--- src/rtl/rowbuff_pkg.sv ---
// Shared definitions for the row-buffer slice: sequencer states, sizing helper and default geometry.
// Also used by the row buffer and the matrix unit, which share the COLUMN_SIZE default.
package rowbuff_pkg;

    localparam int DEFAULT_COLUMN_SIZE    = 64;
    localparam int DEFAULT_TIMEOUT_CYCLES = 1024;

    typedef enum logic [2:0] {
        IDLE     = 3'd0,
        LOAD     = 3'd1,
        FLUSH    = 3'd2,
        WAIT_SET = 3'd3,
        HANDOFF  = 3'd4,
        WAIT_MAT = 3'd5
    } state_t;

    // Ceiling log2, floored at 1 so every counter built from it has at least one bit.
    function automatic int clog2(input int value);
        int result;
        result = 0;
        while ((1 << result) < value) begin
            result++;
        end
        if (result < 1) begin
            result = 1;
        end
        return result;
    endfunction

endpackage

--- src/rtl/rowbuff_seq_ctrl_if.sv ---
// Control-only bus between the sequencer, the row source, the row buffer and the matrix unit.
// master = sequencer side, slave = the surrounding blocks.
interface rowbuff_seq_ctrl_if;

    logic row_valid;
    logic row_last;
    logic row_ready;
    logic buf_enable;
    logic buf_dend;
    logic buf_dset;
    logic mat_start;
    logic mat_done;

    modport master (
        input  row_valid, row_last, buf_dset, mat_done,
        output row_ready, buf_enable, buf_dend, mat_start
    );

    modport slave (
        output row_valid, row_last, buf_dset, mat_done,
        input  row_ready, buf_enable, buf_dend, mat_start
    );

endinterface

--- src/rtl/rowbuff_seq_wdog.sv ---
// WAIT_SET watchdog: counts consecutive cycles with run high and flags the last allowed one.
// Only instantiated when ROWBUFF_SEQ_TIMEOUT_EN is defined.
module rowbuff_seq_wdog
    import rowbuff_pkg::*;
#(
    parameter int TIMEOUT_CYCLES = DEFAULT_TIMEOUT_CYCLES
) (
    input  logic clock,
    input  logic reset,
    input  logic run,
    output logic expired
);

    localparam int            CW         = clog2(TIMEOUT_CYCLES);
    localparam logic [CW-1:0] LAST_COUNT = CW'(TIMEOUT_CYCLES - 1);

    logic [CW-1:0] count_q;
    logic [CW-1:0] count_d;

    always_comb begin
        count_d = run ? (count_q + CW'(1)) : '0;
    end

    // High during the TIMEOUT_CYCLES-th consecutive cycle of run.
    assign expired = run && (count_q == LAST_COUNT);

    always_ff @(posedge clock or negedge reset) begin
        if (!reset) begin
            count_q <= '0;
        end else begin
            count_q <= count_d;
        end
    end

endmodule

--- src/rtl/rowbuff_seq_ctrl.sv ---
// Row-buffer sequencer: row intake, end-of-data flush, wait for set, matrix handoff. Carries no data.
// Optional WAIT_SET watchdog is built in when ROWBUFF_SEQ_TIMEOUT_EN is defined.
module rowbuff_seq_ctrl
    import rowbuff_pkg::*;
#(
    parameter int COLUMN_SIZE    = DEFAULT_COLUMN_SIZE,
    parameter int TIMEOUT_CYCLES = DEFAULT_TIMEOUT_CYCLES
) (
    input  logic                        clock,
    input  logic                        reset,
    input  logic                        start,
    rowbuff_seq_ctrl_if.master          bus,
    output logic                        busy,
    output logic [clog2(COLUMN_SIZE):0] rows_loaded,
    output logic                        err_overrun,
    output logic                        err_timeout
);

    localparam int            RW         = clog2(COLUMN_SIZE) + 1;
    localparam logic [RW-1:0] FULL_COUNT = RW'(COLUMN_SIZE);
    localparam logic [RW-1:0] ONE        = RW'(1);

    state_t        state_q, state_d;
    logic          pending_q, pending_d;
    logic [RW-1:0] rows_loaded_q, rows_loaded_d;
    logic [RW-1:0] rows_inc;
    logic          row_ready_q, row_ready_d;
    logic          buf_enable_q, buf_enable_d;
    logic          buf_dend_q, buf_dend_d;
    logic          mat_start_q, mat_start_d;
    logic          busy_q, busy_d;
    logic          err_overrun_q, err_overrun_d;
    logic          wdog_expired;

`ifdef ROWBUFF_SEQ_TIMEOUT_EN
    logic err_timeout_q, err_timeout_d;

    rowbuff_seq_wdog #(
        .TIMEOUT_CYCLES(TIMEOUT_CYCLES)
    ) u_wdog (
        .clock  (clock),
        .reset  (reset),
        .run    (state_q == WAIT_SET),
        .expired(wdog_expired)
    );

    assign err_timeout = err_timeout_q;
`else
    assign wdog_expired = 1'b0;
    // Constant low: without the watchdog the limit has nothing to act on.
    assign err_timeout  = (TIMEOUT_CYCLES < 0);
`endif

    always_comb begin
        state_d       = state_q;
        pending_d     = pending_q;
        rows_loaded_d = rows_loaded_q;
        err_overrun_d = err_overrun_q;
        buf_enable_d  = 1'b0;
        buf_dend_d    = 1'b0;
        rows_inc      = rows_loaded_q + ONE;

        // A request during an in-flight matrix queues one deep; a second one is dropped.
        if (start && (state_q != IDLE)) begin
            if (pending_q) begin
                err_overrun_d = 1'b1;
            end else begin
                pending_d = 1'b1;
            end
        end

        case (state_q)
            IDLE: begin
                if (start || pending_q) begin
                    state_d       = LOAD;
                    rows_loaded_d = '0;
                    pending_d     = start && pending_q;
                end
            end
            LOAD: begin
                if (bus.row_valid && row_ready_q) begin
                    buf_enable_d  = 1'b1;
                    rows_loaded_d = rows_inc;
                    if (bus.row_last || (rows_inc == FULL_COUNT)) begin
                        state_d = FLUSH;
                    end
                end
            end
            // The flush pulse lands one cycle after the last row's enable, never on top of it.
            FLUSH: begin
                buf_enable_d = 1'b1;
                buf_dend_d   = 1'b1;
                state_d      = WAIT_SET;
            end
            WAIT_SET: begin
                if (bus.buf_dset) begin
                    state_d = HANDOFF;
                end else if (wdog_expired) begin
                    state_d = IDLE;
                end
            end
            HANDOFF:  state_d = WAIT_MAT;
            WAIT_MAT: begin
                if (bus.mat_done) begin
                    state_d = IDLE;
                end
            end
            default:  state_d = IDLE;
        endcase

        row_ready_d = (state_d == LOAD);
        mat_start_d = (state_d == HANDOFF);
        busy_d      = (state_d != IDLE);

`ifdef ROWBUFF_SEQ_TIMEOUT_EN
        err_timeout_d = err_timeout_q
                     || ((state_q == WAIT_SET) && !bus.buf_dset && wdog_expired);
`endif
    end

    always_ff @(posedge clock or negedge reset) begin
        if (!reset) begin
            state_q       <= IDLE;
            pending_q     <= 1'b0;
            rows_loaded_q <= '0;
            row_ready_q   <= 1'b0;
            buf_enable_q  <= 1'b0;
            buf_dend_q    <= 1'b0;
            mat_start_q   <= 1'b0;
            busy_q        <= 1'b0;
            err_overrun_q <= 1'b0;
`ifdef ROWBUFF_SEQ_TIMEOUT_EN
            err_timeout_q <= 1'b0;
`endif
        end else begin
            state_q       <= state_d;
            pending_q     <= pending_d;
            rows_loaded_q <= rows_loaded_d;
            row_ready_q   <= row_ready_d;
            buf_enable_q  <= buf_enable_d;
            buf_dend_q    <= buf_dend_d;
            mat_start_q   <= mat_start_d;
            busy_q        <= busy_d;
            err_overrun_q <= err_overrun_d;
`ifdef ROWBUFF_SEQ_TIMEOUT_EN
            err_timeout_q <= err_timeout_d;
`endif
        end
    end

    assign bus.row_ready  = row_ready_q;
    assign bus.buf_enable = buf_enable_q;
    assign bus.buf_dend   = buf_dend_q;
    assign bus.mat_start  = mat_start_q;
    assign busy           = busy_q;
    assign rows_loaded    = rows_loaded_q;
    assign err_overrun    = err_overrun_q;

endmodule

--- src/flat_wrapper.sv ---
// flat-port wrapper written by rule: the top's interface ports become plain ports
module rowbuff_seq_ctrl_flat import rowbuff_pkg::*;
#(
    parameter int COLUMN_SIZE    = DEFAULT_COLUMN_SIZE,
    parameter int TIMEOUT_CYCLES = DEFAULT_TIMEOUT_CYCLES
)
  (clock, reset, start, busy, rows_loaded, err_overrun, err_timeout, bus_row_valid, bus_row_last, bus_buf_dset, bus_mat_done, bus_row_ready, bus_buf_enable, bus_buf_dend, bus_mat_start);
  rowbuff_seq_ctrl_if bus_i ();
  input  logic clock;
  input  logic reset;
  input  logic start;
  output logic busy;
  output logic [clog2(COLUMN_SIZE):0] rows_loaded;
  output logic err_overrun;
  output logic err_timeout;
  input wire logic [$bits(bus_i.row_valid)-1:0] bus_row_valid;
  input wire logic [$bits(bus_i.row_last)-1:0] bus_row_last;
  input wire logic [$bits(bus_i.buf_dset)-1:0] bus_buf_dset;
  input wire logic [$bits(bus_i.mat_done)-1:0] bus_mat_done;
  output wire logic [$bits(bus_i.row_ready)-1:0] bus_row_ready;
  output wire logic [$bits(bus_i.buf_enable)-1:0] bus_buf_enable;
  output wire logic [$bits(bus_i.buf_dend)-1:0] bus_buf_dend;
  output wire logic [$bits(bus_i.mat_start)-1:0] bus_mat_start;
  assign bus_i.row_valid = bus_row_valid;
  assign bus_i.row_last = bus_row_last;
  assign bus_i.buf_dset = bus_buf_dset;
  assign bus_i.mat_done = bus_mat_done;
  assign bus_row_ready = bus_i.row_ready;
  assign bus_buf_enable = bus_i.buf_enable;
  assign bus_buf_dend = bus_i.buf_dend;
  assign bus_mat_start = bus_i.mat_start;
  rowbuff_seq_ctrl #(.COLUMN_SIZE(COLUMN_SIZE), .TIMEOUT_CYCLES(TIMEOUT_CYCLES)) u_core (.clock(clock), .reset(reset), .start(start), .bus(bus_i), .busy(busy), .rows_loaded(rows_loaded), .err_overrun(err_overrun), .err_timeout(err_timeout));
endmodule
--- config.mk ---
export PLATFORM = sky130hd
export DESIGN_NAME = rowbuff_seq_ctrl_flat
export DESIGN_NICKNAME = d
export VERILOG_FILES = /design/src/rtl/rowbuff_pkg.sv /design/src/rtl/rowbuff_seq_ctrl_if.sv /design/src/rtl/rowbuff_seq_wdog.sv /design/src/rtl/rowbuff_seq_ctrl.sv /design/src/flat_wrapper.sv
export SDC_FILE = /design/constraint.sdc
export NUM_CORES = 1
export LEC_CHECK = 0
export ABC_AREA = 1
export CAP_MARGIN = 20
export CORE_MARGIN = 2
export CORE_UTILIZATION = 50
export CTS_CLUSTER_SIZE = 14
export DETAILED_ROUTE_END_ITERATION = 8
export HOLD_SLACK_MARGIN = 0.05
export PLACE_DENSITY_LB_ADDON = 0.3
export SETUP_SLACK_MARGIN = 0.1
export SYNTH_ARGS = -nofsm -noshare
export SYNTH_HDL_FRONTEND = slang
export SYNTH_SLANG_ARGS = --single-unit
--- constraint.sdc ---
create_clock -name clock -period 2.55 [get_ports clock]
set_input_delay 0.255 -clock clock [delete_from_list [all_inputs] [get_ports clock]]
set_output_delay 0.255 -clock clock [all_outputs]
set_load 0.005 [all_outputs]
=== Word-level counts from Yosys, hierarchy flattened ===
Index checks and enable logic that the tools add are counted.

* Eq/ne operators: 10
* Reduce and logical (&&, ||, !) cells: 11
* Multiplexer cells: 15
* $add $sub $neg: 1

{| class="wikitable"
|+ Operator list
! cell !! number
|-
| $pmux 3 s6 || 1
|-
| $mux 3 || 5
|-
| $mux 7 || 2
|-
| $pmux 7 s2 || 1
|-
| $eq 3x3->1 const B || 3
|-
| $add 7x1->7 const B || 1
|-
| $eq 7x7->1 const B || 1
|-
| $eq 3x1->1 const B || 2
|-
| $eq 3x2->1 const B || 2
|-
| $reduce_bool 3->1 || 2
|-
| $mux 1 || 5
|-
| $ne 2x1->1 const B || 2
|-
| $logic_and 1x1->1 || 3
|-
| $logic_not 3->1 || 1
|-
| $reduce_and 3->1 || 1
|-
| $logic_or 1x1->1 || 2
|-
| $pmux 1 s2 || 1
|-
| $reduce_and 2->1 || 1
|-
| $reduce_bool 2->1 || 1
|}

* Bits in registers: 17
* Logic and storage cells: 46
* Output and inout bits: 14

=== Longest topological paths before layout ===
* Depth in word-level cells: 7
* Depth in mapped cells: 11

=== Worst setup path after synthesis ===
No wires, ideal clock.

* Path kind: reg2reg
* Start: register u_core.rows_loaded_q[0], in the netlist u_core.rows_loaded[0]
* End: register u_core.busy_q, in the netlist u_core.busy
* Slack: 1.084 ns
* Data required time: 2.414 ns
* Arrival time: 1.330 ns
* Stages on the path, launching flop included: 9
* Library setup time: 0.136 ns
* Path through: dfrtp_1 > ha_1 > nand3_1 > xor2_1 > nor2_1 > nand2_1 > nand2_1 > a21oi_1 > nand4_1

* Longest elaborated chain between the ends: 7

{| class="wikitable"
|+ RTL lines
! what !! line !! text
|-
| start, declared || rowbuff_seq_ctrl.sv:25 || <nowiki>logic [RW-1:0] rows_loaded_q, rows_loaded_d;</nowiki>
|-
| start signal, assigned || rowbuff_seq_ctrl.sv:138 || <nowiki>rows_loaded_q <= rows_loaded_d;</nowiki>
|-
| $add 7x1->7 || rowbuff_seq_ctrl.sv:61 || <nowiki>rows_inc = rows_loaded_q + ONE;</nowiki>
|-
| $eq 7x7->1 || rowbuff_seq_ctrl.sv:84 || <nowiki>if (bus.row_last || (rows_inc == FULL_COUNT)) begin</nowiki>
|-
| $logic_or 1x1->1 || rowbuff_seq_ctrl.sv:84 ||
|-
| $mux 3 || rowbuff_seq_ctrl.sv:84 ||
|-
| $mux 3 || rowbuff_seq_ctrl.sv:81 || <nowiki>if (bus.row_valid && row_ready_q) begin</nowiki>
|-
| $pmux 3 s6 || rowbuff_seq_ctrl.sv:72 || <nowiki>case (state_q)</nowiki>
|-
| $reduce_bool 3->1 || rowbuff_seq_ctrl.sv:113 || <nowiki>busy_d = (state_d != IDLE);</nowiki>
|-
| net u_core.busy_d || rowbuff_seq_ctrl.sv:31 || <nowiki>logic busy_q, busy_d;</nowiki>
|-
| end signal, assigned || rowbuff_seq_ctrl.sv:143 || <nowiki>busy_q <= busy_d;</nowiki>
|-
| end, declared || rowbuff_seq_ctrl.sv:31 ||
|}

The timed path passes the listed nets, and every way through them passes these cells.
A chain may end at the register's enable or synchronous reset.

=== Final worst setup path ===
Same ends and word-level chain as after synthesis.

==> metrics.md <==
| Metric | Value |
|---|---|
| Run status | `completed` |
| Pre-antenna DRT Iters | `4` |
| Die area | `1982 µm²` |
| Initial DRC Count | `12` |
| Nets | `133` |
| WP buf/inv | `0` |
| Final WS setup | `0.9271 ns` |
| Worst Hold Class | `in2async` |
| Setup TNS | `0 ns` |
| Cell row count | `14` |
| Crit path time final | `1.623 ns` |
| RSZ-0062 raised after global routing | `false` |
| Final instance area | `1051 µm²` |
| Pre-CTS setup slack | `0.9445 ns` |
| Critical Path RT | `2.72 ns` |
| Post-Syn Area | `820.8 µm²` |
| DR vias | `695` |
| N_diodes | `0` |
| First-pass GRT wire length | `2.684 mm` |
| Synth area leaders | `dfrtp_1 (52%), nand2_1 (13%), inv_1 (7.3%)` |
| Most used cell, CP | `nand2_1` |
| GRT Util Overall | `0.1917` |
| Area Growth Syn to Fin | `28.05%` |
| Clk sink count | `17` |
| Pwr Density | `874.8 nW/µm²` |
| FFs w/ async S/R, synth | `1.000` |
| Root buffer cell | `clkbuf_4` |
| Worst path depth | `8` |
| Max clock buf depth | `2` |
| Largest net degree at the start of global routing | `18` |
| Yosys cell types | `20` |
| Final hold vios | `0` |
| Register area share after synthesis | `0.5183` |
| Placed cell area | `1023 µm²` |
| Post-CTS Resized | `0` |
| Worst Skew | `0.0005830 ns` |
| Starting Density | `0.5386` |
| Synth top area share | `0.5183` |
| Total core area | `1524 µm²` |
| Pwr Total | `0.9194 mW` |
| CP arrival | `1.79 ns` |
| Initial antenna violation count | `0` |
| CP max stage delay | `0.44 ns` |
| Worst slew margin | `0.5030` |
| Routed Antenna Nets | `0` |
| Final WL | `1.618 mm` |
| CP Max Fanout | `6` |
| Hold-fix buffers, CTS | `0` |
| Crit path max-delay cell type | `dfrtp_1` |
| Syn Inst Count | `102` |
| Crit path kind | `reg2reg` |
| CP startpoint kind | `register` |
| Flops & latches, synth | `17` |
| Final setup viols | `0` |
| F_max | `616.2 MHz` |
| WHS | `0.3951 ns` |
| Most frequent cells after synthesis | `nand2_1 (28), dfrtp_1 (17), inv_1 (16)` |
| Clock Pin Slew Worst Setup and Hold Paths | `0.10 ns` |
| Detailed-route vias per instance | `4.964` |
| Yosys warns | `0` |
| Slew Limit Fails | `0` |
| Fraction of layout cells with a size suffix above 1 | `0.07258` |
| Worst-margin pin slew | `0.7431 ns` |
| Fill count | `122` |
| DRC viols | `0` |
| Post-synthesis net count | `110` |
| R2R cell count | `8` |
| CP top delay family | `flip-flops` |
| GP Congestion | `0.8699` |
| Post-synth EDFFs | `0` |
| Syn avg cell area | `8.047 µm²` |
| Leak Pwr | `0.5141 nW` |
| Worst-Skew Late Latency | `0.29 ns` |
| Die width | `44.52 µm` |
| Vias in the first global route | `642` |
| CTS Buf Count | `3` |
| Final worst path period share | `0.6364` |
| Buffers on Ports | `19` |
| Max IR drop VDD | `0.6435 mV` |
| Predominant post-synthesis flop cell | `dfrtp_1` |
| Count leader, synth | `nand2_1` |
| # H-tree levels | `1` |
| CTS tree | `built` |
| Synth area leader | `dfrtp_1` |
| Die Y | `44.52 µm` |
| # IOs | `21` |
| Global route overflow | `0` |
| Post-CTS setup buffers | `0` |
| DR WL/cell | `11.56 µm` |
| DP HPWL | `1.221 mm` |
| Worst setup EP type | `register` |
| Crit-path cells | `ha_1 > nand3_1 > xor2_1 > nor2_1 > nand2_1 > nand2_1 > a21oi_1 > nand4_1` |
| Max Cap Viol | `0` |
## sequential cells by signal (all words and copies together), names as in the netlist
register and flops:
u_core.rows_loaded 7, u_core.state_q 3, u_core.bus.buf_dend 1, u_core.bus.buf_enable 1, u_core.bus.mat_start 1, u_core.bus.row_ready 1, u_core.busy 1, u_core.err_overrun 1
u_core.pending_q 1
## layer usage
metal / track usage / up-vias / part of all wire
met5: 0 / - / 0
met4: 0.09091 / 0 / 0.012
met3: 0.04898 / 2 / 0.043
met2: 0.2899 / 14 / 0.47
met1: 0.2552 / 318 / 0.48
li1: - / 361 / -
## worst register-to-register path: stages (launching register included)
cell and delay, ns:
dfrtp_1 0.44, ha_1 0.25, nand3_1 0.13, xor2_1 0.20, nor2_1 0.07, nand2_1 0.07
nand2_1 0.06, a21oi_1 0.18, nand4_1 0.11
## kinds of logic after synthesis
logic type	Yosys count	share of synthesized area
adder cells (fa/ha/maj)	1	0.01524
other	1	0.004569
AO/OA/AOI/OAI	15	0.1021
buffers and inverters	17	0.08232
AND/OR/NAND/NOR	50	0.2668
flip-flops	17	0.5183
XOR/XNOR	1	0.01067
## report_power, final
group          internal [mW]  switching, mW
clock                 0.0583         0.0877
sequential             0.343         0.0653
combinational          0.163          0.202
total                  0.564          0.355
## layout make-up
type / instances / area [µm²] / share of cell area
Clock inverter: 1 / 5.005 / 0.004762
Clock buffer: 3 / 22.52 / 0.02143
Tap cell: 16 / 20.02 / 0.01905
Timing Repair Buffer: 19 / 190.2 / 0.1810
Multi-Input combinational cell: 68 / 327.8 / 0.3119
Inverter: 16 / 60.06 / 0.05714
Sequential cell: 17 / 425.4 / 0.4048
## cell usage in the layout (no fill, tap or decap), types with 2 or more instances in the layout
master	n
o21ai_0	8
clkdlybuf4s50_1	19
nand3_1	4
nand4_1	2
dfrtp_1	17
clkbuf_4	3
nor2_1	10
inv_1	16
nand2_2	2
nand2_1	28
a21oi_1	4
## worst paths after layout
path / startpoint / endpoint / slack, ns
max in group asynchronous: reset / u_core.rows_loaded[3] / 1.69
min in group clock: u_core.err_overrun / u_core.err_overrun / 0.51
worst min-delay path: reset / u_core.err_overrun / 0.40
worst min register to register: u_core.err_overrun / u_core.err_overrun / 0.51
worst max register to register: u_core.rows_loaded[0] / u_core.busy / 0.93
worst max-delay path: u_core.rows_loaded[0] / u_core.busy / 0.93
## through the flow
stage / utilization / cells
after floorplan: - / 102
after global placement: 0.6716 / 136
after detailed placement: 0.6716 / 136
after CTS: 0.6897 / 140
after global routing: 0.6897 / 140
final: 0.6897 / 140
(Power assumes the default switching activity.)
==> edit 1: new RTL, same settings <==
`DEFAULT_COLUMN_SIZE`: 64 -> 128.
--- a/src/rtl/rowbuff_pkg.sv
+++ b/src/rtl/rowbuff_pkg.sv
@@ -2,7 +2,7 @@
 // Also used by the row buffer and the matrix unit, which share the COLUMN_SIZE default.
 package rowbuff_pkg;
 
-    localparam int DEFAULT_COLUMN_SIZE    = 64;
+    localparam int DEFAULT_COLUMN_SIZE    = 128;
     localparam int DEFAULT_TIMEOUT_CYCLES = 1024;
 
     typedef enum logic [2:0] {
Ports: changed (resized rows_loaded); port bits go from 21 to 22. No check against the original RTL was run, so the function may have changed too.
==> edit 1 against the original RTL <==
Fmax down 3.7%. Synthesized area increased by 12%. Final area up 12%. Sequential cell count is 1 higher. Routed wire length up 11%. Setup slack lost 62 ps. Total power grew 9.2%. Sequential power up 5.4%. Critical endpoint unchanged. Largest cell class unchanged.
==> edit 1: results (changes against the original RTL) <==
Avg Cell Area, Syn 7.79 um^2 (was 8.05 um^2); Worst Skew 2.54 ps (was 0.583 ps); Switch Pwr 382 uW (was 355 uW); vias 810 (was 695); worst slew pin tran 785 ps (was 743 ps); Synth top cells by count 36 x nand2_1, 18 x dfrtp_1, 18 x inv_1, 12 x nor2_1, 11 x o21ai_0 (was 28 x nand2_1, 17 x dfrtp_1, 16 x inv_1, 10 x nor2_1, 8 x o21ai_0); first-pass GRT wire length 2990 um (was 2680 um); placed cell area 1140 um^2 (was 1020 um^2); DP Cell Count 162 (was 136); WP data arrival 1870 ps (was 1790 ps); Area contributors post-synth dfrtp_1 49%, nand2_1 15%, inv_1 7.3% (was dfrtp_1 52%, nand2_1 13%, inv_1 7.3%); RD Place Congestion 0.917 (was 0.870); vias per cell 4.88 (was 4.96); outcome completed (unchanged); 1st-iter DRT viols 15 (was 12); final net count 150 (was 133); Fillers 138 (was 122); sequential area share after synthesis 49.0% (was 51.8%); port buffer count 20 (was 19); sequential share of power 42.8% (was 44.4%); fraction of layout cells with a size suffix above 1 9.22% (was 7.26%); Distinct cells, synth 21 (was 20); Syn Nets 126 (was 110); delay of the slowest critical-path stage 460 ps (was 440 ps); post-detail-place hpwl 1400 um (was 1220 um)
==> edit 1: metal layers <==
layer | GRT usage (%) | vias to the layer above | part of all wire (%) | routed length [um]
met5 | 0 | - | 0 | 0
met4 | 10.6 | 0 | 2.1 | 37
met3 | 2.31 | 4 | 3.0 | 53
met2 | 34.0 | 18 | 52 | 935
met1 | 22.9 | 378 | 43 | 764
li1 | - | 410 | - | -
==> edit 1: area by class of cell <==
type,instances,area share [%]
Tap cell,25,2.65
Multi-Input combinational cell,79,32.3
Timing Repair Buffer,20,17.0
Inverter,20,6.79
Clock buffer,4,3.08
Sequential cell,18,38.2
==> edit 1: through the flow <==
stage          setup slack [ps]  util (%)
6_report                    865      68.3
5_1_grt                     715      68.3
3_3_place_gp                907      66.2
4_1_cts                     865      68.3
2_1_floorplan              1050         -
3_5_place_dp                893      66.2
==> edit 1: path summary, 6_finish.rpt <==
kind,from,to,slack [ps],cells past startpoint
min in group clock,u_core.err_overrun,u_core.err_overrun,490,1
min,reset,u_core.rows_loaded[4],410,1
max,u_core.rows_loaded[0],u_core.busy,870,9
min reg2reg,u_core.err_overrun,u_core.err_overrun,490,1
max in group asynchronous,reset,u_core.rows_loaded[5],1650,1
max reg2reg,u_core.rows_loaded[0],u_core.busy,870,9
==> edit 1: logic make-up (layout without fill, tap and decap cells) <==
group,count (synthesis),count (layout),synth area share (%)
buf+inv,21,44,9.52
compound gates,17,17,10.6
other cells,1,1,0.408
flops,18,18,49.0
xor+xnor,1,1,0.953
fa+ha+maj,1,1,1.36
simple gates,59,59,28.2
==> edit 1: worst max-delay path: cells and delay by family (launching register included) <==
family | cells | cell delay [ps]
adders and majority gates | 1 | 250
DFF | 1 | 460
xor gates and xnor gates | 1 | 170
and+or+nand+nor | 6 | 550
AOI/OAI and AO/OA | 1 | 150
==> edit 2: new RTL, same settings <==
Made on the original files. Encoding of `state_t`: now one-hot (6 bits for 6 states).
--- a/src/rtl/rowbuff_pkg.sv
+++ b/src/rtl/rowbuff_pkg.sv
@@ -5,13 +5,13 @@
     localparam int DEFAULT_COLUMN_SIZE    = 64;
     localparam int DEFAULT_TIMEOUT_CYCLES = 1024;
 
-    typedef enum logic [2:0] {
-        IDLE     = 3'd0,
-        LOAD     = 3'd1,
-        FLUSH    = 3'd2,
-        WAIT_SET = 3'd3,
-        HANDOFF  = 3'd4,
-        WAIT_MAT = 3'd5
+    typedef enum logic [5:0] {
+        IDLE     = 6'b000001,
+        LOAD     = 6'b000010,
+        FLUSH    = 6'b000100,
+        WAIT_SET = 6'b001000,
+        HANDOFF  = 6'b010000,
+        WAIT_MAT = 6'b100000
     } state_t;
 
     // Ceiling log2, floored at 1 so every counter built from it has at least one bit.
Formal check against the unedited RTL: no difference found for any inputs over 10 cycles, from zero or initial values and one cycle with reset low; not proved beyond that.
==> edit 2 against the original RTL <==
Setup slack improved by 82 ps. Routed wire length increased by 18%. Final area increased by 17%. Sequential cell count increased by 3. Synthesized area increased by 18%. Combinational power decreased by 24%. Clock power increased by 82%. Total power increased by 5.0%. Critical path type is now register to primary output. Largest cell class unchanged. Highest routed layer unchanged.
==> edit 2: results (changes against the original RTL) <==
outcome completed (unchanged); worst slew pin tran 881 ps (was 743 ps); fraction of layout cells with a size suffix above 1 10.6% (was 7.26%); 1st-iter DRT viols 18 (was 12); Synth top cells by count 29 x nand2_1, 19 x dfrtp_1, 18 x nor2_1, 16 x inv_1, 7 x o21ai_0 (was 28 x nand2_1, 17 x dfrtp_1, 16 x inv_1, 10 x nor2_1, 8 x o21ai_0); Leak 0.623 nW (was 0.514 nW); final net count 150 (was 133); Fmax 649 MHz (was 616 MHz); reg-to-reg setup timing slack 1050 ps (was 930 ps); delay of the slowest critical-path stage 540 ps (was 440 ps); Syn Nets 127 (was 110); Critical Path Slowest Stage Cell clkdlybuf4s50_1 (was dfrtp_1); DP Cell Count 162 (was 136); sequential area share after synthesis 51.9% (was 51.8%); post-detail-place hpwl 1390 um (was 1220 um); Worst-Skew Late Latency 310 ps (was 290 ps); Layout Cells excl Fill 166 (was 140); Slew headroom 41.1% (was 50.3%); RD Place Congestion 0.757 (was 0.870); GRT Total Usage 19.5% (was 19.2%); post-synth top area share 49.2% (was 51.8%); WP data arrival 1290 ps (was 1790 ps); vias per cell 4.95 (was 4.96); pin count of the biggest net entering global routing 21 (was 18); Min Hold Slack 424 ps (was 395 ps); Worst Skew 10.0 ps (was 0.583 ps)
## edit 2: area by class of cell
type / count / share of cell area [%]
flip-flops and latches: 20 / 40.7
multi-input cells: 80 / 31.6
repair buffers: 19 / 15.4
inverters: 18 / 5.48
well taps: 25 / 2.54
clock inverters: 1 / 2.44
clock buffers: 3 / 1.83
## edit 2: path summary, 6_finish.rpt
kind	start	end	cells past startpoint
hold reg to reg	u_core.err_overrun	u_core.err_overrun	1
max in group asynchronous	reset	u_core.bus.buf_enable	1
min in group clock	u_core.err_overrun	u_core.err_overrun	1
setup / recovery	u_core.rows_loaded[0]	rows_loaded[0]	1
hold / removal	reset	u_core.err_overrun	1
setup reg to reg	u_core.rows_loaded[0]	u_core.bus.row_ready	10
## edit 2: where the power goes
group          internal, mW  total, mW  leakage, nW  switching, mW
combinational         0.119      0.279        0.335          0.160
sequential            0.379      0.421        0.260         0.0422
clock                 0.159      0.266       0.0279          0.106
total                 0.657      0.966        0.623          0.309
## edit 2: routing by layer
metal | wire, um | track usage [%]
met1 | 921 | 25.6
met2 | 837 | 29.3
met3 | 100 | 3.40
met4 | 50 | 13.0
met5 | 0 | 0
## edit 2: cells by family (layout without fill, tap and decap cells)
logic type,count (synthesis),after routing,synth area share [%]
AOI/OAI and AO/OA,14,14,8.42
DFF,20,20,51.9
other,1,1,0.388
xor gates and xnor gates,1,1,0.907
buffers and inverters,19,41,7.77
adders and majority gates,1,1,1.30
and+or+nand+nor,63,63,29.3
## edit 2: stage by stage
stage / util, % / power [mW] / area (um^2)
after floorplan: - / 0.588 / 966
after global placement: 66.9 / 0.695 / 1180
after detailed placement: 66.9 / 0.707 / 1180
after CTS: 69.9 / 0.966 / 1230
after global routing: 69.9 / 1.02 / 1230
final: 69.9 / 0.966 / 1230
